File: src/rtl/riscv_pkg.sv
// Shared RISC-V slice definitions: access size codes, LSU state encoding and
// small helpers for alignment checking and store-lane replication.
package riscv_pkg;

    localparam logic [1:0] SIZE_BYTE = 2'd0;
    localparam logic [1:0] SIZE_HALF = 2'd1;
    localparam logic [1:0] SIZE_WORD = 2'd2;

    typedef enum logic [1:0] {
        LSU_IDLE   = 2'd0,
        LSU_ACCESS = 2'd1,
        LSU_WAIT   = 2'd2,
        LSU_RESP   = 2'd3
    } lsu_state_e;

    // Size code 3 is handled as a word access everywhere.
    function automatic logic [1:0] norm_size(input logic [1:0] size);
        return (size == 2'd3) ? SIZE_WORD : size;
    endfunction

    function automatic logic is_misaligned(input logic [1:0] size, input logic [1:0] addr);
        logic bad;
        case (size)
            SIZE_BYTE: bad = 1'b0;
            SIZE_HALF: bad = addr[0];
            default:   bad = (addr != 2'd0);
        endcase
        return bad;
    endfunction

    function automatic logic [31:0] replicate(input logic [1:0] size, input logic [31:0] data);
        logic [31:0] rep;
        case (size)
            SIZE_BYTE: rep = {4{data[7:0]}};
            SIZE_HALF: rep = {2{data[15:0]}};
            default:   rep = data;
        endcase
        return rep;
    endfunction

endpackage

File: src/rtl/riscv_lsu_extract.sv
// Load data alignment: picks the addressed byte/half out of the memory word
// and sign- or zero-extends it; words pass through untouched.
module riscv_lsu_extract
    import riscv_pkg::*;
(
    input  logic [31:0] word,
    input  logic [1:0]  addr,
    input  logic [1:0]  size,
    input  logic        unsigned_ext,
    output logic [31:0] data
);

    logic [7:0]  byte_s;
    logic [15:0] half_s;

    // Lane select followed by extension
    always_comb begin
        byte_s = 8'h00;
        half_s = 16'h0000;
        data   = 32'h0000_0000;
        case (addr)
            2'd0:    byte_s = word[7:0];
            2'd1:    byte_s = word[15:8];
            2'd2:    byte_s = word[23:16];
            2'd3:    byte_s = word[31:24];
            default: byte_s = 8'h00;
        endcase
        if (addr[1]) begin
            half_s = word[31:16];
        end else begin
            half_s = word[15:0];
        end
        case (size)
            SIZE_BYTE: begin
                if (unsigned_ext) data = {24'h00_0000, byte_s};
                else              data = {{24{byte_s[7]}}, byte_s};
            end
            SIZE_HALF: begin
                if (unsigned_ext) data = {16'h0000, half_s};
                else              data = {{16{half_s[15]}}, half_s};
            end
            default: data = word;
        endcase
    end

endmodule

File: src/rtl/riscv_lsu.sv
// Load/store unit: single-outstanding valid/ready front end driving the
// riscv_memory data port, with misalignment faults and load extension.
module riscv_lsu
    import riscv_pkg::*;
#(
    parameter int RD_LATENCY = 1
) (
    input  logic        clk_i,
    input  logic        reset_i,
    input  logic        req_valid_i,
    output logic        req_ready_o,
    input  logic        req_load_i,
    input  logic [31:0] req_addr_i,
    input  logic [31:0] req_wdata_i,
    input  logic [1:0]  req_size_i,
    input  logic        req_unsigned_i,
    input  logic [4:0]  req_rd_i,
    output logic        resp_valid_o,
    input  logic        resp_ready_i,
    output logic [31:0] resp_rdata_o,
    output logic [4:0]  resp_rd_o,
    output logic        resp_fault_o,
    output logic [31:0] daddr_o,
    output logic [31:0] dwdata_o,
    output logic [1:0]  dsize_o,
    output logic        drd_o,
    output logic        dwr_o,
    input  logic [31:0] drdata_i
);

    localparam logic [1:0] LAT_LAST = 2'(RD_LATENCY - 1);

    lsu_state_e  state_r, next_state_s;
    logic        load_r, unsigned_r;
    logic [1:0]  size_r, lane_r, cnt_r, dsize_r;
    logic [4:0]  rd_r, resp_rd_r;
    logic        req_ready_r, resp_valid_r, resp_fault_r, drd_r, dwr_r;
    logic [31:0] resp_rdata_r, daddr_r, dwdata_r;
    logic        accept_s, misaligned_s, wait_done_s;
    logic [1:0]  req_size_s;
    logic [31:0] ext_s;

    assign req_size_s   = norm_size(req_size_i);
    assign accept_s     = req_valid_i && (state_r == LSU_IDLE);
    assign misaligned_s = is_misaligned(req_size_s, req_addr_i[1:0]);
    assign wait_done_s  = (cnt_r == LAT_LAST);

    riscv_lsu_extract u_extract (
        .word         (drdata_i),
        .addr         (lane_r),
        .size         (size_r),
        .unsigned_ext (unsigned_r),
        .data         (ext_s)
    );

    // FSM state register
    always_ff @(posedge clk_i or negedge reset_i) begin
        if (!reset_i) state_r <= LSU_IDLE;
        else          state_r <= next_state_s;
    end

    // Next-state decode
    always_comb begin
        next_state_s = state_r;
        case (state_r)
            LSU_IDLE: begin
                if (accept_s && misaligned_s) next_state_s = LSU_RESP;
                else if (accept_s)            next_state_s = LSU_ACCESS;
                else                          next_state_s = LSU_IDLE;
            end
            LSU_ACCESS: begin
                if (load_r) next_state_s = LSU_WAIT;
                else        next_state_s = LSU_RESP;
            end
            LSU_WAIT: begin
                if (wait_done_s) next_state_s = LSU_RESP;
                else             next_state_s = LSU_WAIT;
            end
            LSU_RESP: begin
                if (resp_ready_i) next_state_s = LSU_IDLE;
                else              next_state_s = LSU_RESP;
            end
            default: next_state_s = LSU_IDLE;
        endcase
    end

    // Request capture, latency counter and registered port drivers
    always_ff @(posedge clk_i or negedge reset_i) begin
        if (!reset_i) begin
            load_r       <= 1'b0;
            unsigned_r   <= 1'b0;
            size_r       <= 2'd0;
            lane_r       <= 2'd0;
            rd_r         <= 5'd0;
            cnt_r        <= 2'd0;
            req_ready_r  <= 1'b1;
            resp_valid_r <= 1'b0;
            resp_fault_r <= 1'b0;
            resp_rdata_r <= 32'h0;
            resp_rd_r    <= 5'd0;
            daddr_r      <= 32'h0;
            dwdata_r     <= 32'h0;
            dsize_r      <= 2'd0;
            drd_r        <= 1'b0;
            dwr_r        <= 1'b0;
        end else begin
            req_ready_r <= (next_state_s == LSU_IDLE);
            drd_r       <= 1'b0;
            dwr_r       <= 1'b0;
            case (state_r)
                LSU_IDLE: begin
                    if (accept_s) begin
                        load_r     <= req_load_i;
                        unsigned_r <= req_unsigned_i;
                        size_r     <= req_size_s;
                        lane_r     <= req_addr_i[1:0];
                        rd_r       <= req_rd_i;
                        cnt_r      <= 2'd0;
                        if (misaligned_s) begin
                            // Faults skip the memory cycle entirely
                            resp_valid_r <= 1'b1;
                            resp_fault_r <= 1'b1;
                            resp_rdata_r <= 32'h0;
                            resp_rd_r    <= req_load_i ? req_rd_i : 5'd0;
                        end else begin
                            daddr_r  <= req_addr_i;
                            dsize_r  <= req_size_s;
                            dwdata_r <= req_load_i ? 32'h0 : replicate(req_size_s, req_wdata_i);
                            drd_r    <= req_load_i;
                            dwr_r    <= !req_load_i;
                        end
                    end
                end
                LSU_ACCESS: begin
                    if (!load_r) begin
                        resp_valid_r <= 1'b1;
                        resp_rdata_r <= 32'h0;
                        resp_rd_r    <= 5'd0;
                    end
                end
                LSU_WAIT: begin
                    if (wait_done_s) begin
                        resp_valid_r <= 1'b1;
                        resp_rdata_r <= ext_s;
                        resp_rd_r    <= rd_r;
                    end else begin
                        cnt_r <= cnt_r + 2'd1;
                    end
                end
                LSU_RESP: begin
                    if (resp_ready_i) begin
                        resp_valid_r <= 1'b0;
                        resp_fault_r <= 1'b0;
                        resp_rdata_r <= 32'h0;
                        resp_rd_r    <= 5'd0;
                        daddr_r      <= 32'h0;
                        dwdata_r     <= 32'h0;
                        dsize_r      <= 2'd0;
                    end
                end
                default: cnt_r <= 2'd0;
            endcase
        end
    end

    assign req_ready_o  = req_ready_r;
    assign resp_valid_o = resp_valid_r;
    assign resp_rdata_o = resp_rdata_r;
    assign resp_rd_o    = resp_rd_r;
    assign resp_fault_o = resp_fault_r;
    assign daddr_o      = daddr_r;
    assign dwdata_o     = dwdata_r;
    assign dsize_o      = dsize_r;
    assign drd_o        = drd_r;
    assign dwr_o        = dwr_r;

endmodule

File: config.mk
export PLATFORM = sky130hd
export DESIGN_NAME = riscv_lsu
export DESIGN_NICKNAME = d
export VERILOG_FILES = /design/src/rtl/riscv_pkg.sv /design/src/rtl/riscv_lsu_extract.sv /design/src/rtl/riscv_lsu.sv
export SDC_FILE = /design/constraint.sdc
export NUM_CORES = 1
export LEC_CHECK = 0
export ABC_AREA = 1
export BUFFER_PORTS_ARGS = -buffer_cell sky130_fd_sc_hd__buf_2
export CAP_MARGIN = 0
export CORE_MARGIN = 3
export CORE_UTILIZATION = 36
export DETAILED_ROUTE_END_ITERATION = 8
export PLACE_DENSITY = 0.68
export SLEW_MARGIN = 20
export SYNTH_ARGS = -nofsm -noshare
export SYNTH_HDL_FRONTEND = slang
export SYNTH_SLANG_ARGS = --single-unit
File: constraint.sdc
create_clock -name clk_i -period 1.8 [get_ports clk_i]
set_clock_uncertainty 0.05 [all_clocks]
set_input_delay 0.27 -clock clk_i [delete_from_list [all_inputs] [get_ports clk_i]]
set_output_delay 0.27 -clock clk_i [all_outputs]
set_load 0.1 [all_outputs]
==> metrics.md <==
| Metric | Value |
|---|---|
| R2r startpoint | state_r[0] |
| Clk sink count | 123 |
| Starting Density | 37.63% |
| Critical-path maximum fanout | 1 |
| Width of the die | 133.5 um |
| Most frequent cells in the layout | 287 x nand2_1, 215 x buf_2, 122 x dfrtp_1, 71 x o21ai_1, 48 x o21ai_0 |
| Min cycle time layout | 1.678 ns |
| Cell Area, Synth | 5848 sq um |
| Post-Syn Nets | 845 |
| Initial drt markers | 366 |
| Critical Path RT | 1.48 ns |
| # IOs | 217 |
| Setup TNS Final | 0 ns |
| CP startpoint kind | register |
| Commonest non-fill, non-tap cell in the layout | nand2_1 |
| Clock buffer count from CTS | 17 |
| Status | finished, final reports clean |
| IO Port Bufs | 216 |
| Unrepaired setup endpoints after global routing | no |
| WL/cell | 15.08 um |
| Worst skew pair latency | 0.42 ns |
| Fmax achieved | 0.5961 GHz |
| Post-Synthesis Cells | 735 |
| Worst setup startpoint | req_ready_o |
| Residual DRC | 0 |
| Post-CTS Setup Repair Bufs | 0 |
| Core Area | 15540 sq um |
| Syn_area_per_cell | 7.957 sq um |
| Worst-path clk slew | 0.06 ns |
| CTS Root Cell | clkbuf_16 |
| Worst setup path category | reg -> out |
| Largest net degree at the start of global routing | 57 |
| Yosys cell types | 31 |
| # setup viols final | 0 |
| YS warnings | 0 |
| CP Buf/Inv Count | 1 |
| Least-Margin Pin Slew | 0.5157 ns |
| Hold Violations, Final | 0 |
| Hold Crit Class | in -> reg |
| Slowest cell on crit path | dfstp_2 |
| Fin nets | 1066 |
| Worst-case clock buffer depth | 2 |
| Gr ovfl total | 0 |
| Pre-Repair DR Iteration Count | 6 |
| Num rows | 45 |
| Routability congestion estimate | 0.8921 |
| Initial antenna violation count | 0 |
| Final Max Slew Viols | 0 |
| Final period utilization | 93.20% |
| Hold_sp | req_unsigned_i |
| Die ar. | 17810 sq um |
| CP cell instances | buf_2 |
| Largest delay contributor family on the critical path | flip-flops |
| Diodes inserted | 0 |
| Max stage delay on crit path | 0.52 ns |
| Depth of the CTS H-tree | 4 |
| Area grow syn2layout | 34.53% |
| Total of max-cap violations | 0 |
| DP HPWL | 13320 um |
| #FFs+latches synth | 123 |
| Vias in the first global route | 5365 |
| Share of cells above drive strength 1 | 31.06% |
| Filler Cell Count | 1527 |
| Via count | 5661 |
| Worst path arrival time | 1.36 ns |
| CP Capture Type | output pin |
| Vias per cell | 4.797 |
| Global-route wire length before repair | 28350 um |
| Die height | 133.5 um |
| Gr usage total | 20.11% |
| Post-Route WL | 17800 um |
| Detail Route Antenna Nets | 0 |
| Register area share after synthesis | 52.65% |
| Max_slew headroom | 65.86% |
| TritonCTS clock tree | yes |
[cell type report]
cell class | count | area [sq um] | area share (%)
flip-flops and latches | 123 | 3079 | 39.14
multi-input cells | 524 | 2360 | 29.99
repair buffers | 240 | 1379 | 17.53
clock buffers | 19 | 452.9 | 5.757
well taps | 211 | 264.0 | 3.356
inverters | 50 | 190.2 | 2.417
clock inverters | 13 | 142.6 | 1.813
[Yosys cell counts]
library cell	instances	area [sq um]
nand2_1	287	1077
dfrtp_1	122	3053
o21ai_1	71	355.3
o21ai_0	48	240.2
inv_1	44	165.2
nand3_1	26	130.1
nor2_1	26	97.59
a21oi_1	16	80.08
buf_2	13	65.06
clkbuf_1	13	48.80
or2_2	12	75.07
buf_6	9	101.4
o211ai_1	8	60.06
o21bai_1	8	60.06
o22ai_1	7	43.79
inv_2	5	18.77
nand2_2	3	18.77
buf_4	2	15.01
nand3_2	2	20.02
or2_1	2	12.51
a21oi_2	1	8.760
buf_1	1	3.750
dfstp_2	1	26.28
ha_1	1	12.51
inv_4	1	6.260
nand3b_2	1	11.26
nand4_1	1	6.260
nor2_2	1	6.260
nor2_4	1	11.26
nor3_1	1	5.000
o211ai_2	1	12.51
[what timing repair did]
| action | CTS | global route |
|---|---|---|
| hold buffers | 1 | 0 |
| resized for setup | 0 | 2 |
| endpoints found under the hold margin | 122 | 0 |
| endpoints found under the setup margin | 0 | 52 |
[per-layer routing]
layer	wire length [um]	vias to the layer above	track usage, %
li1	-	2803	-
met4	425	0	6.857
met2	7969	280	31.07
met3	1684	38	7.251
met1	7718	2540	26.30
met5	0	-	0
[cell families after synthesis]
family          share of synthesized area (%)
fa+ha+maj                              0.2139
simple gates                            25.16
flops                                   52.65
compound gates                          14.72
buf+inv                                 7.253
[final timing paths]
path                       cells past startpoint               end  slack (ns)
max in group asynchronous                      3      dwdata_o[17]        0.97
min in group asynchronous                      2          cnt_r[0]        0.19
setup / recovery                               1       req_ready_o        0.12
hold reg to reg                                2  resp_rdata_o[19]        0.42
hold / removal                                 3        unsigned_r        0.04
setup reg to reg                               7      dwdata_o[26]        0.18
[registers in the layout, indices dropped and copies added (netlist names)]
signal	count
resp_rd_o	5
drd_o	1
resp_fault_o	1
req_ready_o	1
cnt_r	2
dwr_o	1
lane_r	2
dwdata_o	32
daddr_o	32
load_r	1
dsize_o	2
size_r	2
rd_r	5
resp_rdata_o	32
unsigned_r	1
resp_valid_o	1
state_r	2
[stage by stage]
| stage | instance area [sq um] | hold WS [ns] | utilization (%) | worst slack (ns) | std cells |
|---|---|---|---|---|---|
| CTS | 7858 | 0.02650 | 50.56 | 0.09438 | 1180 |
| global route | 7868 | 0.03904 | 50.63 | 0.003856 | 1180 |
| global placement | 7252 | 0.05551 | 46.67 | 0.1634 | 1147 |
| detailed placement | 7252 | 0.05629 | 46.67 | 0.1276 | 1147 |
| finish | 7868 | 0.04297 | 50.63 | 0.1224 | 1180 |
| floorplan | 5848 | -0.07559 | - | 0.2598 | 735 |
Power is left out: the tool's default activity adds up to more than one toggle a clock period on the data nets, which glitch-free logic cannot reach.
